[config.mk]
export PLATFORM = sky130hd
export DESIGN_NAME = fault_campaign_controller
export DESIGN_NICKNAME = d
export VERILOG_FILES = /design/src/rtl/fault_campaign_controller.sv
export SDC_FILE = /design/constraint.sdc
export NUM_CORES = 1
export LEC_CHECK = 0
export BUFFER_PORTS_ARGS = -buffer_cell sky130_fd_sc_hd__buf_4
export CAP_MARGIN = 25
export CORE_MARGIN = 10
export CORE_UTILIZATION = 40
export CTS_CLUSTER_SIZE = 12
export DETAILED_ROUTE_END_ITERATION = 10
export PLACE_DENSITY = 0.62
export SETUP_SLACK_MARGIN = 0.4
export SYNTH_ARGS = -nofsm -noshare
export SYNTH_HDL_FRONTEND = slang
export SYNTH_SLANG_ARGS = --single-unit
[constraint.sdc]
create_clock -name clk -period 2.2 [get_ports clk]
set_input_delay 0.22 -clock clk [delete_from_list [all_inputs] [get_ports clk]]
set_output_delay 0.22 -clock clk [all_outputs]
set_load 0.02 [all_outputs]
[src/rtl/fault_campaign_controller.sv]
// fault_campaign_controller
//   On-chip self-test sequencer for the 13-bit Hamming SEC-DED path
//   (encoder -> two-bit fault injector -> decoder). For every test it drives
//   a data word and a fault location, waits for the decoder to settle,
//   samples the decoder flags and keeps pass/fail tallies plus the first
//   failing fault location.
//
// Ports
//   clk, rst            rising-edge clock, asynchronous active-high reset
//   start, mode         campaign request (IDLE only) and campaign select
//   data_word           test pattern, latched on an accepted start
//   enc_data            latched pattern to the encoder
//   fault_en, is_two_bit_fault, fault_bit_addr1/2   injector controls
//   dec_data, dec_single_err, dec_double_err        decoder results
//   busy, done          campaign running / one-cycle completion pulse
//   pass_count, fail_count                          saturating tallies
//   fail_valid, first_fail_addr1/2, first_fail_type first-failure capture
module fault_campaign_controller #(
   parameter int DATA_WIDTH    = 8,
   parameter int CODE_WIDTH    = 13,
   parameter int SETTLE_CYCLES = 2
) (
   input  logic                  clk,
   input  logic                  rst,
   input  logic                  start,
   input  logic [1:0]            mode,
   input  logic [DATA_WIDTH-1:0] data_word,
   output logic [DATA_WIDTH-1:0] enc_data,
   output logic                  fault_en,
   output logic                  is_two_bit_fault,
   output logic [3:0]            fault_bit_addr1,
   output logic [3:0]            fault_bit_addr2,
   input  logic [DATA_WIDTH-1:0] dec_data,
   input  logic                  dec_single_err,
   input  logic                  dec_double_err,
   output logic                  busy,
   output logic                  done,
   output logic [7:0]            pass_count,
   output logic [7:0]            fail_count,
   output logic                  fail_valid,
   output logic [3:0]            first_fail_addr1,
   output logic [3:0]            first_fail_addr2,
   output logic [1:0]            first_fail_type
);

   localparam logic [3:0] LAST_ADDR = 4'(CODE_WIDTH - 1);
   localparam logic [3:0] WAIT_LOAD = 4'(SETTLE_CYCLES - 1);

   typedef enum logic [2:0] {
      ST_IDLE  = 3'd0,
      ST_APPLY = 3'd1,
      ST_WAIT  = 3'd2,
      ST_CHECK = 3'd3,
      ST_DONE  = 3'd4
   } state_t;

   state_t      state_r;
   logic [1:0]  mode_r;
   logic [1:0]  phase_r;
   logic [3:0]  wait_cnt_r;

   logic [1:0]  first_phase_s;
   logic [3:0]  first_addr2_s;
   logic [1:0]  nxt_phase_s;
   logic [3:0]  nxt_addr1_s;
   logic [3:0]  nxt_addr2_s;
   logic        last_s;
   logic        pass_s;

   // First vector of a campaign, selected by the requested mode.
   always_comb begin
      first_phase_s = 2'd0;
      first_addr2_s = 4'd0;
      case (mode)
         2'd1: begin
            first_phase_s = 2'd1;
            first_addr2_s = 4'd0;
         end
         2'd2: begin
            first_phase_s = 2'd2;
            first_addr2_s = 4'd1;
         end
         default: begin
            first_phase_s = 2'd0;
            first_addr2_s = 4'd0;
         end
      endcase
   end

   // Successor of the current vector; last_s flags the final test of the campaign.
   always_comb begin
      nxt_phase_s = phase_r;
      nxt_addr1_s = fault_bit_addr1;
      nxt_addr2_s = fault_bit_addr2;
      last_s      = 1'b0;
      case (phase_r)
         2'd0: begin
            if (mode_r == 2'd3) begin
               nxt_phase_s = 2'd1;
               nxt_addr1_s = 4'd0;
               nxt_addr2_s = 4'd0;
            end else begin
               last_s = 1'b1;
            end
         end
         2'd1: begin
            if (fault_bit_addr1 != LAST_ADDR) begin
               nxt_addr1_s = fault_bit_addr1 + 4'd1;
            end else if (mode_r == 2'd3) begin
               nxt_phase_s = 2'd2;
               nxt_addr1_s = 4'd0;
               nxt_addr2_s = 4'd1;
            end else begin
               last_s = 1'b1;
            end
         end
         2'd2: begin
            // addr2 is the inner loop; a new outer addr1 restarts addr2 just above it.
            if (fault_bit_addr2 != LAST_ADDR) begin
               nxt_addr2_s = fault_bit_addr2 + 4'd1;
            end else if (fault_bit_addr1 != (LAST_ADDR - 4'd1)) begin
               nxt_addr1_s = fault_bit_addr1 + 4'd1;
               nxt_addr2_s = fault_bit_addr1 + 4'd2;
            end else begin
               last_s = 1'b1;
            end
         end
         default: begin
            last_s = 1'b1;
         end
      endcase
   end

   // Pass criterion for the current phase; corrected data is meaningless after a double fault.
   always_comb begin
      pass_s = 1'b0;
      case (phase_r)
         2'd0:    pass_s = (dec_data == enc_data) && !dec_single_err && !dec_double_err;
         2'd1:    pass_s = (dec_data == enc_data) &&  dec_single_err && !dec_double_err;
         2'd2:    pass_s = dec_double_err && !dec_single_err;
         default: pass_s = 1'b0;
      endcase
   end

   // Campaign FSM with registered vector, status, tally and capture outputs.
   always_ff @(posedge clk or posedge rst) begin
      if (rst) begin
         state_r          <= ST_IDLE;
         mode_r           <= 2'd0;
         phase_r          <= 2'd0;
         wait_cnt_r       <= 4'd0;
         enc_data         <= '0;
         fault_en         <= 1'b0;
         is_two_bit_fault <= 1'b0;
         fault_bit_addr1  <= 4'd0;
         fault_bit_addr2  <= 4'd0;
         busy             <= 1'b0;
         done             <= 1'b0;
         pass_count       <= 8'd0;
         fail_count       <= 8'd0;
         fail_valid       <= 1'b0;
         first_fail_addr1 <= 4'd0;
         first_fail_addr2 <= 4'd0;
         first_fail_type  <= 2'd0;
      end else begin
         done <= 1'b0;
         case (state_r)
            ST_IDLE: begin
               if (start) begin
                  mode_r           <= mode;
                  enc_data         <= data_word;
                  phase_r          <= first_phase_s;
                  fault_en         <= (first_phase_s != 2'd0);
                  is_two_bit_fault <= (first_phase_s == 2'd2);
                  fault_bit_addr1  <= 4'd0;
                  fault_bit_addr2  <= first_addr2_s;
                  pass_count       <= 8'd0;
                  fail_count       <= 8'd0;
                  fail_valid       <= 1'b0;
                  first_fail_addr1 <= 4'd0;
                  first_fail_addr2 <= 4'd0;
                  first_fail_type  <= 2'd0;
                  busy             <= 1'b1;
                  state_r          <= ST_APPLY;
               end else begin
                  state_r <= ST_IDLE;
               end
            end
            ST_APPLY: begin
               wait_cnt_r <= WAIT_LOAD;
               state_r    <= ST_WAIT;
            end
            ST_WAIT: begin
               if (wait_cnt_r == 4'd0) begin
                  state_r <= ST_CHECK;
               end else begin
                  wait_cnt_r <= wait_cnt_r - 4'd1;
               end
            end
            ST_CHECK: begin
               if (pass_s) begin
                  if (pass_count != 8'hFF) begin
                     pass_count <= pass_count + 8'd1;
                  end else begin
                     pass_count <= pass_count;
                  end
               end else begin
                  if (fail_count != 8'hFF) begin
                     fail_count <= fail_count + 8'd1;
                  end else begin
                     fail_count <= fail_count;
                  end
                  if (!fail_valid) begin
                     fail_valid       <= 1'b1;
                     first_fail_addr1 <= fault_bit_addr1;
                     first_fail_addr2 <= fault_bit_addr2;
                     first_fail_type  <= phase_r;
                  end else begin
                     fail_valid <= fail_valid;
                  end
               end
               if (last_s) begin
                  // Injector is released once the campaign has finished.
                  fault_en         <= 1'b0;
                  is_two_bit_fault <= 1'b0;
                  fault_bit_addr1  <= 4'd0;
                  fault_bit_addr2  <= 4'd0;
                  busy             <= 1'b0;
                  done             <= 1'b1;
                  state_r          <= ST_DONE;
               end else begin
                  phase_r          <= nxt_phase_s;
                  fault_en         <= (nxt_phase_s != 2'd0);
                  is_two_bit_fault <= (nxt_phase_s == 2'd2);
                  fault_bit_addr1  <= nxt_addr1_s;
                  fault_bit_addr2  <= nxt_addr2_s;
                  state_r          <= ST_APPLY;
               end
            end
            ST_DONE: begin
               state_r <= ST_IDLE;
            end
            default: begin
               busy    <= 1'b0;
               state_r <= ST_IDLE;
            end
         endcase
      end
   end

endmodule

# After elaboration in Yosys (flattened, before gate mapping)
# Cells that the tools add are included.
# word_totals
regBits	58
latch_bits	0
ramBits	0
rom_bits	0
inputBits	23
output_inout_bits	47
n_memories	0
# op_classes
n_addsub	6
n_mul	0
div_mod_pow	0
magnitude_cmp	0
n_eq_ne	34
shift	0
mux	69
bitwise_logic	1
reduce_logical	26
# op_table
operator	count
$mux 4	18
$mux 8	5
$pmux 4 s2	5
$ne 4x4->1 const B	8
$pmux 8 s2	2
$pmux 4 s3	2
$ne 2x2->1 const B	10
$add 8x1->8 const B	2
$mux 1	16
$mux 2	8
$ne 8x8->1 const B	2
$pmux 2 s2	4
$pmux 3 s4	1
$reduce_and 4->1	3
$eq 2x2->1 const B	5
$pmux 1 s3	3
$reduce_and 3->1	3
$add 4x1->4 const B	2
$eq 8x8->1	1
$reduce_bool 2->1	4
$reduce_and 7->1	1
$eq 3x2->1 const B	2
$mux 3	2
$pmux 1 s2	3
16 further kinds	24

# Longest topological paths before layout
# Gate-level depths: netlist of run 1.
# depth
word_depth	7
depth_mapped	10
mapped_depth_nobuf	8

# Worst setup path before layout of run 1
# No wires, ideal clock.
# synth_path
path_kind	register to register
from	register phase_r[1]
to	register pass_count[2]
setup_time_ns	0.124
arrival_ns	2.235
t_required_ns	2.076
slack_ns	-0.159
path_stages_with_launch	11
n_path_buf	2
period_less_slack_ns	2.359
path_cell_list	dfrtp_1 -> inv_1 -> ha_1 -> buf_6 -> or3b_1 -> a211oi_2 -> and4_4 -> o21ai_2 -> and2_4 -> buf_6 -> a211o_1
# synth_via
elab_chain_len	4
word_cells_on_any_way	6
classes_between	3 x eq/ne; 1 x mux; 2 x reduce/logical
# synth_lines
element	line	text
start: declaration	59	logic [1:0] phase_r;
start signal: assignment	172	phase_r <= first_phase_s;
start signal: assignment	232	phase_r <= nxt_phase_s;
$eq 2x2->1, or another cell as far along	137	case (phase_r)
$pmux 1 s3 (*)	137	
$ne 2x2->1 (no line) (*)	-	
$reduce_and 4->1 (no line) (*)	-	
end signal: assignment	203	pass_count <= pass_count + 8'd1;
end signal: assignment	205	pass_count <= pass_count;
end: declaration	38	output logic [7:0] pass_count,
# Mark *: on every way between the ends. The rest lies on a longest branch, timed or not.
# A chain may end at the register's enable or synchronous reset.

# Worst setup path after layout of run 1
# layout_path
from	register phase_r[0]
to	register pass_count[3]
# Same word-level chain as after synthesis.

==> results of run 1 <==
==> flip-flops by register name, indices dropped and copies added, names as in the netlist <==
register and count:
fail_count 8, first_fail_type 2, first_fail_addr2 4, first_fail_addr1 4
fail_valid 1, phase_r 2, pass_count 8, fault_bit_addr2 4
is_two_bit_fault 1, mode_r 2, done 1, fault_en 1
state_r 3, fault_bit_addr1 4, enc_data 8, wait_cnt_r 4
busy 1
==> Yosys cell counts (3+ instances only) <==
library cell | count | area share (%)
sky130_fd_sc_hd__nand2_1 | 64 | 7.4
sky130_fd_sc_hd__dfrtp_1 | 58 | 45
sky130_fd_sc_hd__o21ai_0 | 34 | 5.3
sky130_fd_sc_hd__nand3_1 | 29 | 4.5
sky130_fd_sc_hd__nor2_1 | 22 | 2.6
sky130_fd_sc_hd__inv_1 | 19 | 2.2
sky130_fd_sc_hd__ha_1 | 14 | 5.4
sky130_fd_sc_hd__a21oi_1 | 13 | 2.0
sky130_fd_sc_hd__nor3_1 | 11 | 1.7
sky130_fd_sc_hd__a31oi_1 | 9 | 1.7
sky130_fd_sc_hd__xor2_1 | 9 | 2.4
sky130_fd_sc_hd__a21o_1 | 6 | 1.4
sky130_fd_sc_hd__clkbuf_1 | 6 | 0.70
sky130_fd_sc_hd__a211o_1 | 5 | 1.4
sky130_fd_sc_hd__buf_2 | 5 | 0.77
sky130_fd_sc_hd__nor3b_1 | 4 | 0.93
sky130_fd_sc_hd__nor4_1 | 4 | 0.77
sky130_fd_sc_hd__o21a_1 | 4 | 0.93
sky130_fd_sc_hd__xnor2_1 | 4 | 1.1
sky130_fd_sc_hd__and3_1 | 3 | 0.58
sky130_fd_sc_hd__or3b_1 | 3 | 0.81
sky130_fd_sc_hd__or4_1 | 3 | 0.70
==> area by class of cell <==
type,instances,area share (%)
Timing Repair Buffer,119,20.7
Inverter,19,1.46
Clock buffer,11,2.89
Sequential cell,58,29.8
Multi-Input combinational cell,275,40.9
Clock inverter,5,1.59
Tap cell,102,2.61
==> metrics by stage <==
stage | utilization (%) | power [mW] | hold WS [ns] | instance area (um^2) | instances
after floorplan | - | 3.33 | 0.325 | 3310 | 368
after global placement | 51.7 | 4.25 | 0.332 | 4030 | 545
after detailed placement | 51.7 | 4.31 | 0.336 | 4030 | 545
after CTS | 56.8 | 5.67 | 0.0584 | 4430 | 573
after global routing | 62.6 | 6.79 | 0.0697 | 4890 | 589
final | 62.6 | 6.36 | 0.0706 | 4890 | 589
==> per-layer routing <==
metal | track usage [%] | vias to the layer above | share of wire [%]
li1 | - | 1518 | -
met1 | 19.5 | 1499 | 44
met2 | 24.4 | 88 | 48
met3 | 5.91 | 9 | 6.7
met4 | 5.39 | 0 | 1.1
met5 | 0 | - | 0
==> cell families (layout without fill, tap and decap cells) <==
family / Yosys count / in the layout / synth area share [%]
buffers and inverters: 35 / 154 / 4.88
DFF: 58 / 58 / 44.9
and+or+nand+nor: 157 / 157 / 23.4
AOI/OAI and AO/OA: 90 / 90 / 17.6
muxes: 1 / 1 / 0.310
xor gates and xnor gates: 13 / 13 / 3.52
adders and majority gates: 14 / 14 / 5.42
==> how the worst min path moves through the flow <==
stage                  from                        end
2_1_floorplan  data_word[0]    enc_data[0]$_DFFE_PP0P_
3_3_place_gp            rst  pass_count[4]$_DFFE_PP0P_
3_5_place_dp            rst  pass_count[4]$_DFFE_PP0P_
4_1_cts        data_word[1]    enc_data[1]$_DFFE_PP0P_
5_1_grt        data_word[7]    enc_data[7]$_DFFE_PP0P_
6_report       data_word[3]    enc_data[3]$_DFFE_PP0P_
==> report_power, final <==
part | total, mW | switching (mW) | internal [mW] | leakage, nW
logic | 3.64 | 2.02 | 1.62 | 1.36
registers | 1.62 | 0.270 | 1.35 | 0.759
clock network | 1.09 | 0.430 | 0.665 | 0.109
==> tightest hold or removal path: cells and delay by family <==
kind          cells  cell delay, ns
simple gates      2            0.08
buf+inv           1            0.07
==> timing repair <==
| item | 4_1_cts | 5_1_grt |
|---|---|---|
| gates resized for setup | 27 | 77 |
| hold buffers | 1 | 0 |
| buffers inserted | 11 | 14 |
| pin swaps | 7 | 32 |
| gates cloned | 0 | 2 |
| endpoints found under the hold margin | 26 | 0 |
| endpoints found under the setup margin | 50 | 48 |
==> qor.tcl, run 1 <==
set qor(die_x_um) 110
set qor(effective_utilization_at_floorplan_pct) 41.4
set qor(grt_util_all_layers_pct) 15.7
set qor(synth-async-reset-ratio_pct) 100
set qor(final_period_minus_worst_setup_slack_ns) 2.14
set qor(fin_crit_sh_pct) 97.2
set qor(synthToLayoutAreaGrowth_pct) 51.1
set qor(clock-root-buffer) {sky130_fd_sc_hd__clkbuf_8}
set qor(critPathCapture) {pass_count[3]$_DFFE_PP0P_}
set qor(final_cell_mix) {sky130_fd_sc_hd__buf_4, sky130_fd_sc_hd__nand2_1, sky130_fd_sc_hd__dfrtp_1}
set qor(crit_type) {flop to flop}
set qor(power_density_nw_per_um2) 1300
set qor(number_of_enable_type_register_cells_in_the_synthesized_netlist) 0
set qor(seqCellArea_um2) 1460
set qor(pins_over_slew_limit) 0
set qor(worstPathCellList) {buf_6 > ha_4 > or3b_4 > a211oi_2 > and4_4 > o21ai_4 > and2_4 > a211o_1}
set qor(die-area_um2) 12100
set qor(detailedPlacementHpwl_mm) 6.68
set qor(routabilityCongestion) 0.839
set qor(flop2flop_setup_slack_ns) 0.06
set qor(arrival_ns) 2.37
set qor(detail_route.iter0.violations) 131
set qor(synth-seq-cells) 58
set qor(wire_length_of_the_first_global_routing_pass_mm) 15.0
set qor(worst_clock_skew_ns) 0.0126
set qor(hold_viol_final) 0
set qor(multi_input_comb_area_um2) 2000
set qor(layout.cells.most_common) {sky130_fd_sc_hd__buf_4}
set qor(largest_delay_share_family_worst_path) {simple AND/OR/NAND/NOR gates}
set qor(wl_mm) 9.87
set qor(cts_tree) {built}
set qor(finalNetCount) 519
set qor(regToRegStartpoint) {phase_r[0]$_DFFE_PP0P_}
set qor(antennaDiodeCount) 0
set qor(maximum_buffer_depth_of_the_clock_tree) 2
set qor(ctsHtreeMaxLevel) 3
set qor(rows) 32
set qor(hold-path-cell-count) 3
set qor(final_layout_size_suffix_gt1_share_pct) 43.5
set qor(cp_data_required_time_ns) 2.44
set qor(worstHoldPathType) {primary input to flop}
set qor(cp-startpoint) {phase_r[0]$_DFFE_PP0P_}
set qor(antenna_found_initial) 0
set qor(fill_cells) 652
set qor(total_negative_slack_for_setup_checks_ns) 0
set qor(tritoncts.num_buffers) 9
set qor(slowest_stage) {sky130_fd_sc_hd__dfrtp_1}
set qor(layout_setup_ws_ns) 0.0605
set qor(ys.warnings.count) 0
set qor(pre_cts_slack_ns) -0.00986
set qor(worstSkewPairLatency_ns) 0.34
set qor(via_per_inst) 5.29
set qor(rsz_0062_raised_after_global_routing) {yes}
set qor(worst_path_largest_cell_delay_ns) 0.41
set qor(synth_area_um2) 3230
set qor(vdd.ir_drop.worst_v) 0.000717
set qor(postSynthNetCount) 405
set qor(grt_start_max_net_pins) 33
set qor(core-area_um2) 7810
set qor(timing.slew.headroom_pct) 60.0
set qor(num_vias) 3114
set qor(power.static_leakage_nw) 2.23
set qor(r2r-end) {pass_count[3]$_DFFE_PP0P_}
set qor(critical_path.startpoint_type) {flop}
set qor(drtPass1Iterations) 4
set qor(outcome) {completed}
set qor(ys_dominant_reg_cell) {sky130_fd_sc_hd__dfrtp_1}
set qor(worst_setup_hold_path_clk_slew_ns) 0.07
set qor(remaining_drc_errors) 0
set qor(drv_cap) 0
set qor(crit_path_end_kind) {flop}
set qor(top_level_ports) 70
set qor(critical_path_depth) 8
set qor(buf_inv_stages_crit_path) 1
set qor(post_synth_inst_count) 368
set qor(max_freq_ghz) 0.467
set qor(rr_worst_depth) 8
set qor(worst-path-max-fanout) 6
set qor(first_global_vias) 3025
set qor(worst_slew_pin_slew_ns) 0.600
set qor(cts_num_sinks) 58
set qor(postRouteAntennaNets) 0
set qor(synth_seq_area_share_pct) 44.9
set qor(ys_types) 55
set qor(fp.dieH_um) 110
set qor(synth.avg_cell_area_um2) 8.79
set qor(wl_per_cell_um) 16.8
set qor(overflow_left_after_global_routing) 0
set qor(io_buffer_count) 69
set qor(finalSetupViolations) 0
(Power assumes the default switching activity.)
==> run 2, diff against run 1 <==
- BUFFER_PORTS_ARGS: -buffer_cell sky130_fd_sc_hd__buf_4 -> -buffer_cell sky130_fd_sc_hd__buf_2
- SETUP_SLACK_MARGIN: 0.4 -> not set
==> run 2 against run 1 <==
- clock-buffer cell count did not move
- sequential power fell by 2%
- sequential share of layout area rose by 5.6 points
- die area did not move
- hold slack improved by 0.0056 ns
- sequential cell count did not move
- cell area fell by 16%
==> qor.tcl, run 2 (synthesized netlist as in run 1, its figures left out) <==
set qor(final_period_minus_worst_setup_slack_ns) 2.11
set qor(layout.core_utilization_pct) 52.5
set qor(power.static_leakage_nw) 2.03
set qor(routabilityCongestion) 0.806
set qor(detailedPlacementHpwl_mm) 6.58
set qor(antennaDiodeCount) 0
set qor(overflow_left_after_global_routing) 0
set qor(ctsHtreeMaxLevel) 3
set qor(finalSetupViolations) 0
set qor(fp.dieH_um) 110
set qor(cts_num_sinks) 58
set qor(grt_util_all_layers_pct) 14.6
set qor(reg.largest.list) {enc_data (8), fail_count (8), pass_count (8)}
set qor(tritoncts.num_buffers) 9
set qor(worst-path-max-fanout) 7
set qor(finalNetCount) 498
set qor(worst_slew_pin_slew_ns) 0.514
set qor(wl_per_cell_um) 15.2
set qor(finalNonFillerCells) 566
set qor(total_negative_slack_for_setup_checks_ns) 0
set qor(wire_length_of_the_first_global_routing_pass_mm) 14.2
set qor(final_area_um2) 4100
set qor(remaining_drc_errors) 0
set qor(pins_over_slew_limit) 0
set qor(worstHoldPathType) {primary input to flop}
set qor(maximum_buffer_depth_of_the_clock_tree) 2
set qor(antenna_found_initial) 0
set qor(fin_crit_sh_pct) 95.9
set qor(vdd.ir_drop.worst_v) 0.000843
set qor(regToRegStartpoint) {phase_r[0]$_DFFE_PP0P_}
set qor(post-place-cells) 550
set qor(rr_worst_depth) 8
set qor(power_density_nw_per_um2) 1260
set qor(num_vias) 3009
set qor(worst_setup_hold_path_clk_slew_ns) 0.07
set qor(final_layout_size_suffix_gt1_share_pct) 28.7
set qor(first_global_vias) 2862
set qor(postRouteAntennaNets) 0
set qor(critical_path.startpoint_type) {flop}
set qor(crit_path_end_kind) {flop}
set qor(power_mw) 5.18
set qor(layout.cells.most_common) {sky130_fd_sc_hd__buf_2}
set qor(worst_clock_skew_ns) 0.0124
set qor(drv_cap) 0
set qor(worstSkewPairLatency_ns) 0.33
set qor(outcome) {completed}
set qor(via_per_inst) 5.32
set qor(crit_type) {flop to flop}
set qor(detail_route.iter0.violations) 222
set qor(hold_viol_final) 0
set qor(clock-root-buffer) {sky130_fd_sc_hd__clkbuf_8}
set qor(arrival_ns) 2.37
set qor(r2r-end) {fail_count[3]$_DFFE_PP0P_}
set qor(drtPass1Iterations) 4
set qor(rsz_0062_raised_after_global_routing) {no}
set qor(critPathCapture) {fail_count[3]$_DFFE_PP0P_}
set qor(core-area_um2) 7810
set qor(cts_tree) {built}
set qor(wl_mm) 8.63
set qor(grt_start_max_net_pins) 23
set qor(synthToLayoutAreaGrowth_pct) 26.9
set qor(final_cell_mix) {sky130_fd_sc_hd__buf_2, sky130_fd_sc_hd__nand2_1, sky130_fd_sc_hd__dfrtp_1}
set qor(effective_utilization_at_floorplan_pct) 41.4
set qor(die_x_um) 110
set qor(cp_data_required_time_ns) 2.46
set qor(placedInstanceArea_um2) 3850
set qor(timing.slew.headroom_pct) 65.7
set qor(die-area_um2) 12100
set qor(rows) 32
set qor(cp-startpoint) {phase_r[0]$_DFFE_PP0P_}
set qor(io_buffer_count) 69
set qor(max_freq_ghz) 0.474
set qor(top_level_ports) 70
set qor(flop2flop_setup_slack_ns) 0.09
==> run 2: cell types whose count changed in the layout (fill, tap and decap cells not counted), sizes merged <==
cell      change
buf          -19
clkinvlp      -1
bufinv        -1
clkbuf        -2
==> run 2: timing repair <==
| item | 4_1_cts | 5_1_grt |
|---|---|---|
| hold buffers | 1 | 0 |
| setup endpoints to repair | 1 | 16 |
| pin swaps | 0 | 2 |
| gates resized for setup | 1 | 10 |
| hold endpoints to repair | 20 | 0 |
| setup buffers | 0 | 1 |
==> run 2: per-layer routing <==
metal,vias up,share of wire (%),track usage (%)
met1,1430,48,19.7
met4,0,1.7,6.41
met5,-,0,0
met3,14,6.4,4.45
li1,1483,-,-
met2,82,44,21.2
==> run 2: worst min-delay path by stage <==
stage                      start                   endpoint  cells past startpoint
floorplan           data_word[0]    enc_data[0]$_DFFE_PP0P_                      2
global placement             rst  pass_count[4]$_DFFE_PP0P_                      2
detailed placement           rst  pass_count[4]$_DFFE_PP0P_                      2
CTS                 data_word[2]    enc_data[2]$_DFFE_PP0P_                      3
global route        data_word[0]    enc_data[0]$_DFFE_PP0P_                      3
finish              data_word[2]    enc_data[2]$_DFFE_PP0P_                      3
==> run 2: cell type report <==
type	count	area [um^2]
well taps	102	128
flip-flops and latches	58	1450
inverters	19	71.3
clock buffers	11	151
clock inverters	3	40.0
repair buffers	98	582
multi-input cells	275	1680
fillers	760	3710
==> run 2: power by group <==
group | leakage (nW) | internal [mW] | switching [mW]
Clock | 0.101 | 0.568 | 0.408
Combinational | 1.16 | 1.05 | 1.58
Sequential | 0.765 | 1.35 | 0.232
Total | 2.03 | 2.97 | 2.22
==> run 2: stage by stage <==
stage               hold WS [ns]  worst slack, ns
floorplan                  0.325          -0.0776
global placement           0.274           0.0490
detailed placement         0.288           0.0231
CTS                       0.0644           0.0214
global route              0.0795          0.00809
finish                    0.0762           0.0891
==> run 2: worst max-delay path, cell delays in order (launching register included) <==
cell and delay [ns]:
sky130_fd_sc_hd__dfrtp_1 0.35, sky130_fd_sc_hd__inv_1 0.07, sky130_fd_sc_hd__ha_1 0.21, sky130_fd_sc_hd__or3b_1 0.17, sky130_fd_sc_hd__a211oi_2 0.06, sky130_fd_sc_hd__and4_4 0.18, sky130_fd_sc_hd__or3b_4 0.42, sky130_fd_sc_hd__or4_1 0.50
sky130_fd_sc_hd__nand3_1 0.09
